`src/rtl/scan_config_loader.sv`:
```
// rtl/scan_config_loader.sv - serialises config words into a tile's CLB and connection scan chains
//
// Words accepted on a valid/ready stream are shifted out LSB-first: the first
// CLB_CHAIN_LEN bits go to the CLB chain, the next CONN_CHAIN_LEN bits go to the
// connection chain. One scan shift per i_scan_clk cycle. Bits of the final word
// that fall past the end of the connection chain are discarded.
//
// Optional feature macro: SCAN_LOADER_READBACK_EN (chain scan_out capture).
//
// Ports:
//   i_scan_clk        sole clock, rising edge
//   i_rst             synchronous active-high reset
//   i_start           one-cycle pulse, begins a load when idle
//   i_in_data         bitstream word, bit 0 shifted first
//   i_in_valid        i_in_data valid
//   o_in_ready        word accepted when i_in_valid && o_in_ready
//   o_clb_scan_data   serial data to CLB chain scan_in
//   o_clb_scan_en     CLB chain shift enable
//   o_conn_scan_data  serial data to connection chain scan_in
//   o_conn_scan_en    connection chain shift enable
//   o_busy            high from start accept until DONE exit
//   o_done            one-cycle pulse after the final bit is shifted
//   i_clb_scan_ret    (readback) CLB chain scan_out
//   i_conn_scan_ret   (readback) connection chain scan_out
//   o_rb_data         (readback) packed captured word, LSB first
//   o_rb_valid        (readback) o_rb_data valid pulse

module scan_config_loader #(
  parameter int WORD_WIDTH     = 8,
  parameter int CLB_CHAIN_LEN  = 10,
  parameter int CONN_CHAIN_LEN = 6
) (
  input  logic                  i_scan_clk,
  input  logic                  i_rst,
  input  logic                  i_start,
  input  logic [WORD_WIDTH-1:0] i_in_data,
  input  logic                  i_in_valid,
  output logic                  o_in_ready,
  output logic                  o_clb_scan_data,
  output logic                  o_clb_scan_en,
  output logic                  o_conn_scan_data,
  output logic                  o_conn_scan_en,
  output logic                  o_busy,
  output logic                  o_done
`ifdef SCAN_LOADER_READBACK_EN
  ,
  input  logic                  i_clb_scan_ret,
  input  logic                  i_conn_scan_ret,
  output logic [WORD_WIDTH-1:0] o_rb_data,
  output logic                  o_rb_valid
`endif
);

  localparam int TOTAL = CLB_CHAIN_LEN + CONN_CHAIN_LEN;
  localparam int BW    = $clog2(TOTAL + 1);
  localparam int HW    = $clog2(WORD_WIDTH + 1);

  localparam logic [BW-1:0] C_TOTAL = BW'(TOTAL);
  localparam logic [BW-1:0] C_LAST  = BW'(TOTAL - 1);
  localparam logic [BW-1:0] C_CLB   = BW'(CLB_CHAIN_LEN);
  localparam logic [HW-1:0] C_WORD  = HW'(WORD_WIDTH);

  typedef enum logic [1:0] {S_IDLE, S_LOAD, S_DONE} state_t;

  state_t                r_state;
  logic [WORD_WIDTH-1:0] r_hold;
  logic [HW-1:0]         r_hcnt;    // unshifted bits left in r_hold
  logic [BW-1:0]         r_bitcnt;  // bits shifted so far this load

  logic          w_accept;
  logic          w_emit;
  logic          w_last;
  logic          w_to_clb;
  logic          w_load_nxt;
  logic          w_ready_nxt;
  logic [HW-1:0] w_hcnt_nxt;
  logic [BW-1:0] w_bitcnt_nxt;

  assign w_accept     = o_in_ready && i_in_valid;
  assign w_emit       = (r_state == S_LOAD) && (r_hcnt != '0);
  assign w_last       = w_emit && (r_bitcnt == C_LAST);
  assign w_to_clb     = (r_bitcnt < C_CLB);
  assign w_bitcnt_nxt = w_emit ? (r_bitcnt + BW'(1)) : r_bitcnt;

  // A new word can land in the same edge that shifts out the last held bit,
  // which is what keeps back-to-back words gap-free.
  always_comb begin
    w_hcnt_nxt = r_hcnt;
    if (w_last) begin
      w_hcnt_nxt = '0;
    end else if (w_accept) begin
      w_hcnt_nxt = C_WORD;
    end else if (w_emit) begin
      w_hcnt_nxt = r_hcnt - HW'(1);
    end
  end

  // o_in_ready is registered, so it is computed from next-cycle state.
  assign w_load_nxt  = ((r_state == S_IDLE) && i_start) ||
                       ((r_state == S_LOAD) && (r_bitcnt != C_TOTAL));
  assign w_ready_nxt = w_load_nxt && (w_bitcnt_nxt != C_TOTAL) &&
                       ((w_hcnt_nxt == '0) ||
                        ((w_hcnt_nxt == HW'(1)) && (w_bitcnt_nxt != C_LAST)));

  always_ff @(posedge i_scan_clk) begin
    if (i_rst) begin
      r_state          <= S_IDLE;
      r_hold           <= '0;
      r_hcnt           <= '0;
      r_bitcnt         <= '0;
      o_in_ready       <= 1'b0;
      o_clb_scan_data  <= 1'b0;
      o_clb_scan_en    <= 1'b0;
      o_conn_scan_data <= 1'b0;
      o_conn_scan_en   <= 1'b0;
      o_busy           <= 1'b0;
      o_done           <= 1'b0;
    end else begin
      o_in_ready <= w_ready_nxt;
      case (r_state)
        S_IDLE: begin
          o_clb_scan_data  <= 1'b0;
          o_clb_scan_en    <= 1'b0;
          o_conn_scan_data <= 1'b0;
          o_conn_scan_en   <= 1'b0;
          o_done           <= 1'b0;
          if (i_start) begin
            r_state  <= S_LOAD;
            r_hold   <= '0;
            r_hcnt   <= '0;
            r_bitcnt <= '0;
            o_busy   <= 1'b1;
          end
        end
        S_LOAD: begin
          o_clb_scan_en    <= w_emit && w_to_clb;
          o_clb_scan_data  <= w_emit && w_to_clb && r_hold[0];
          o_conn_scan_en   <= w_emit && !w_to_clb;
          o_conn_scan_data <= w_emit && !w_to_clb && r_hold[0];
          r_hcnt           <= w_hcnt_nxt;
          r_bitcnt         <= w_bitcnt_nxt;
          if (w_last) begin
            r_hold <= '0;
          end else if (w_accept) begin
            r_hold <= i_in_data;
          end else if (w_emit) begin
            r_hold <= r_hold >> 1;
          end
          // Final bit is on the outputs this cycle; it shifts at this edge.
          if (r_bitcnt == C_TOTAL) begin
            r_state <= S_DONE;
            o_done  <= 1'b1;
          end
        end
        S_DONE: begin
          r_state          <= S_IDLE;
          r_bitcnt         <= '0;
          o_clb_scan_data  <= 1'b0;
          o_clb_scan_en    <= 1'b0;
          o_conn_scan_data <= 1'b0;
          o_conn_scan_en   <= 1'b0;
          o_done           <= 1'b0;
          o_busy           <= 1'b0;
        end
        default: begin
          r_state <= S_IDLE;
        end
      endcase
    end
  end

`ifdef SCAN_LOADER_READBACK_EN
  localparam int RW = (WORD_WIDTH > 1) ? $clog2(WORD_WIDTH) : 1;

  logic [WORD_WIDTH-1:0] r_rb_sr;
  logic [RW-1:0]         r_rb_cnt;
  logic                  w_rb_shift;
  logic                  w_rb_bit;
  logic                  w_rb_final;

  // The chain shifts at the edge ending a cycle whose scan_en is high, so the
  // bit leaving scan_out is captured at that same edge.
  assign w_rb_shift = o_clb_scan_en || o_conn_scan_en;
  assign w_rb_bit   = o_clb_scan_en ? i_clb_scan_ret : i_conn_scan_ret;
  assign w_rb_final = (r_state == S_LOAD) && (r_bitcnt == C_TOTAL);

  always_ff @(posedge i_scan_clk) begin
    if (i_rst) begin
      r_rb_sr    <= '0;
      r_rb_cnt   <= '0;
      o_rb_data  <= '0;
      o_rb_valid <= 1'b0;
    end else begin
      o_rb_valid <= 1'b0;
      if (w_rb_shift) begin
        if ((r_rb_cnt == RW'(WORD_WIDTH - 1)) || w_rb_final) begin
          // Unfilled upper bits of r_rb_sr are still zero, giving the padding.
          o_rb_data  <= r_rb_sr | (WORD_WIDTH'(w_rb_bit) << r_rb_cnt);
          o_rb_valid <= 1'b1;
          r_rb_sr    <= '0;
          r_rb_cnt   <= '0;
        end else begin
          r_rb_sr[r_rb_cnt] <= w_rb_bit;
          r_rb_cnt          <= r_rb_cnt + RW'(1);
        end
      end
    end
  end
`endif

endmodule
```
`config.mk`:
```
export PLATFORM = sky130hd
export DESIGN_NAME = scan_config_loader
export DESIGN_NICKNAME = d
export VERILOG_FILES = /design/src/rtl/scan_config_loader.sv
export SDC_FILE = /design/constraint.sdc
export NUM_CORES = 1
export LEC_CHECK = 0
export ABC_AREA = 1
export BUFFER_PORTS_ARGS = -buffer_cell sky130_fd_sc_hd__buf_2
export CAP_MARGIN = 20
export CORE_ASPECT_RATIO = 1.1
export CORE_UTILIZATION = 60
export DETAILED_ROUTE_END_ITERATION = 12
export GPL_TIMING_DRIVEN = 1
export PLACE_DENSITY = 0.91
export SETUP_SLACK_MARGIN = 0.5
export SYNTH_ARGS = -nofsm -noshare
export SYNTH_HDL_FRONTEND = slang
export SYNTH_SLANG_ARGS = --single-unit
```
`constraint.sdc`:
```
create_clock -name i_scan_clk -period 3.6 [get_ports i_scan_clk]
set_input_delay 0.72 -clock i_scan_clk [delete_from_list [all_inputs] [get_ports i_scan_clk]]
set_output_delay 0.72 -clock i_scan_clk [all_outputs]
set_load 0.005 [all_outputs]
```
==> out/summary.md <==
For this design the static power due to leakage is 0.746 nW. STA classifies the critical path endpoint as a flip-flop. The post-route netlist has 21.2% of its cells at a drive strength greater than 1. The logs give 1 for the maximum level of the CTS H-tree and 0.33 ns for the clock latency on the worst-skew pair.

The tightest hold margin was 0.469 ns. The run finished with clean final reports. Timing would allow up to 566 MHz.

Power spread over the standard cell area amounts to 354 nW/um^2. The per-instance average area after synthesis came out at 6.99 sq um. In the synthesized netlist the async set-or-reset flop fraction comes to 0%. The via count of the first global-routing pass was 1281; the share of the core filled with cells was 71.3%. Across the VDD grid, the largest voltage drop is 0.274 mV. After synthesis, the cell types taking the most area are dfxtp_1, nand2_1, a21oi_1, inv_1, nand3_1. For this design, the sink count on the clock tree is 26. The die covers 2700 sq um. The initial antenna violation count is 0, and the sum of internal, switching and leakage power is 580 uW. In the post-synthesis netlist, the cell with the most instances is nand2_1. Once the floorplan was initialized, standard cells occupied 65.1% of the core. The number of nets handed over by synthesis was 230. The pre-antenna-repair detailed-routing pass consisted of 4 iterations. Entering global routing, the biggest net connects 20 pins.

Headroom to the max-slew limit came out at 60.7%. Buffers placed on the I/O ports in this run total 18. For this design, the CTS-stage hold fixing added 0 buffers.

Setup total negative slack on the finished layout was measured at 0 ns. Yosys printed 0 warnings. In the synthesized netlist, the cells that appear most often are nand2_1, dfxtp_1, inv_1, a21oi_1, nand3_1.

The count of nets left with antenna violations once routing finished came out at 0. Of all cell types, the one taking the most synthesized area is dfxtp_1. Flip-flop and latch count after synthesis: 26. After layout, the worst setup slack is 1.83 ns.

Main flop type after synthesis: dfxtp_1. Of the available clock period, the critical path in the final layout requires 49.1%. The tool flagged a number of max-cap violations equal to 0.

For the pin with the worst max-slew slack, the measured transition is 0.583 ns. The sequential share of the synthesized area came out at 34.8%. Detailed routing inserted a total of 1419 vias.

The number of endpoints with negative hold slack in the final report is 0, and the y dimension of the die is 54.4 um. OpenSTA, run right after detailed placement, puts the worst setup slack at 1.48 ns. The x dimension of the die is 49.6 um. The total routing usage reported by global routing is 25.7%, and the maximum number of buffers from clock root to sink is 2. The synthesized design devotes to its leading area cell type 34.8% of total area. The run gives 1640 sq um as the final cell area excluding filler cells.

TritonCTS built the clock tree. The synthesis-to-layout area growth was 9.45%. Setup repair after global routing left no endpoint under its margin. Subtracting the final worst setup slack from the clock period gives 1.77 ns. For this run, the post-layout net count is 248. The largest driver fanout on the critical path works out to 13. Once placement finished, the instance area stood at 1590 sq um.

The diode insertion count for antenna repair is 0, and the I/O pin count is 19. Once layout is complete, the cells apart from fillers number 261. STA puts the critical path data required time at 3.88 ns. In this run, placement finished with an instance count of 257. The tools report the wire length of the first global-routing pass as 5290 um. The tools report the sum of routed wire length over all layers as 3270 um. The run gives 0.00540 ns as the final setup skew.

The final routed wire length divided by cell count is 12.5 um. After global routing the overflow that remains totals 0. After clock tree synthesis, the clock-pin slew on the worst setup and hold paths is 0.14 ns. STA classifies the critical path startpoint as an input pin. The mapped netlist covers 1500 sq um. The first routing iteration left 36 violations.

Counting the buffers created by CTS gives 3. For the number of standard-cell rows in the floorplan, the log shows 18. The weighted congestion reported at the end of routability-driven placement is 0.855. The average vias per placed instance works out to 5.44. The root buffer cell chosen for the clock tree is clkbuf_4. After clock tree synthesis, the setup repair step added 0 buffers.

The area of the core region was 2300 sq um. Critical path class: input pin to flip-flop. In this run, distinct cell masters in the synthesized netlist total 30. The run gives 0 as the number of pins with negative max-slew slack in the final report. At the worst endpoint, the arrival time is 2.04 ns.

Synthesis produced 214 cells. The path class of the tightest hold or removal check is flip-flop to flip-flop. Setup violations remaining at the end of the flow were counted as 0. In this run, post-CTS repair resized a total of 0 instances. The number of enable flip-flop cells after synthesis was 0; the half-perimeter wire length after detailed placement was 2380 um. For this run, design rule violations remaining after detail routing come to 0.
[logic make-up after synthesis]
group | after synthesis | share of synthesized area, %
AOI/OAI and AO/OA | 42 | 15.7
adders and majority gates | 4 | 3.34
DFF | 26 | 34.8
xor gates and xnor gates | 1 | 0.585
and+or+nand+nor | 107 | 34.9
buffers and inverters | 34 | 10.7
[metal layers]
metal  track usage, %  part of all wire, %  up-vias
met1             28.6                   45      660
li1                 -                    -      727
met2             50.2                   51       26
met3             5.00                  3.3        6
met5                0                    0        -
met4             7.14                  1.3        0
[power breakdown]
| group | total [mW] | internal (mW) | switching [mW] |
|---|---|---|---|
| Combinational | 0.0701 | 0.0240 | 0.0461 |
| Clock | 0.205 | 0.113 | 0.0927 |
| Sequential | 0.305 | 0.297 | 0.00744 |
| Total | 0.580 | 0.434 | 0.146 |
[state kept, by name (all words and copies together), names as in the netlist]
signal,cells
o_conn_scan_data,1
r_hold,8
r_bitcnt,5
o_conn_scan_en,1
o_busy,1
o_clb_scan_data,1
o_in_ready,1
r_hcnt,4
r_state,2
o_clb_scan_en,1
o_done,1
[path summary, 6_finish.rpt]
check | cells past startpoint | slack, ns | start | to
max | 8 | 1.83 | i_in_valid | r_hold[2]$_SDFFE_PP0P_
min | 2 | 0.47 | r_hold[6]$_SDFFE_PP0P_ | r_hold[6]$_SDFFE_PP0P_
max reg2reg | 9 | 1.86 | r_bitcnt[0]$_SDFFE_PP0P_ | r_hold[2]$_SDFFE_PP0P_
min reg2reg | 2 | 0.47 | r_hold[6]$_SDFFE_PP0P_ | r_hold[6]$_SDFFE_PP0P_
[cell usage in the layout, fill, tap and decap left out, drive strengths merged]
cell	n
nand2	62
inv	28
dfxtp	26
a21oi	23
nand3	19
buf	18
nor2	15
o21ai	13
or2	6
o211ai	4
ha	4
clkbuf	3
o2111ai	2
nand4	2
nor3	2
xor2	1
clkinv	1
nand3b	1
bufinv	1
[cell type report]
class,count,area (sq um)
clock buffers,3,22.5
well taps,30,37.5
flip-flops and latches,26,520
inverters,29,121
multi-input cells,154,816
clock inverters,1,30.0
fillers,188,659
repair buffers,18,90.1
[worst max-delay path, stage by stage]
cell     delay [ns]
buf_2          0.09
nand2_1        0.28
inv_1          0.19
o21ai_1        0.16
nand2_1        0.20
inv_1          0.19
nand2_1        0.07
a21oi_1        0.13
Power figures use the tool's default switching activity.
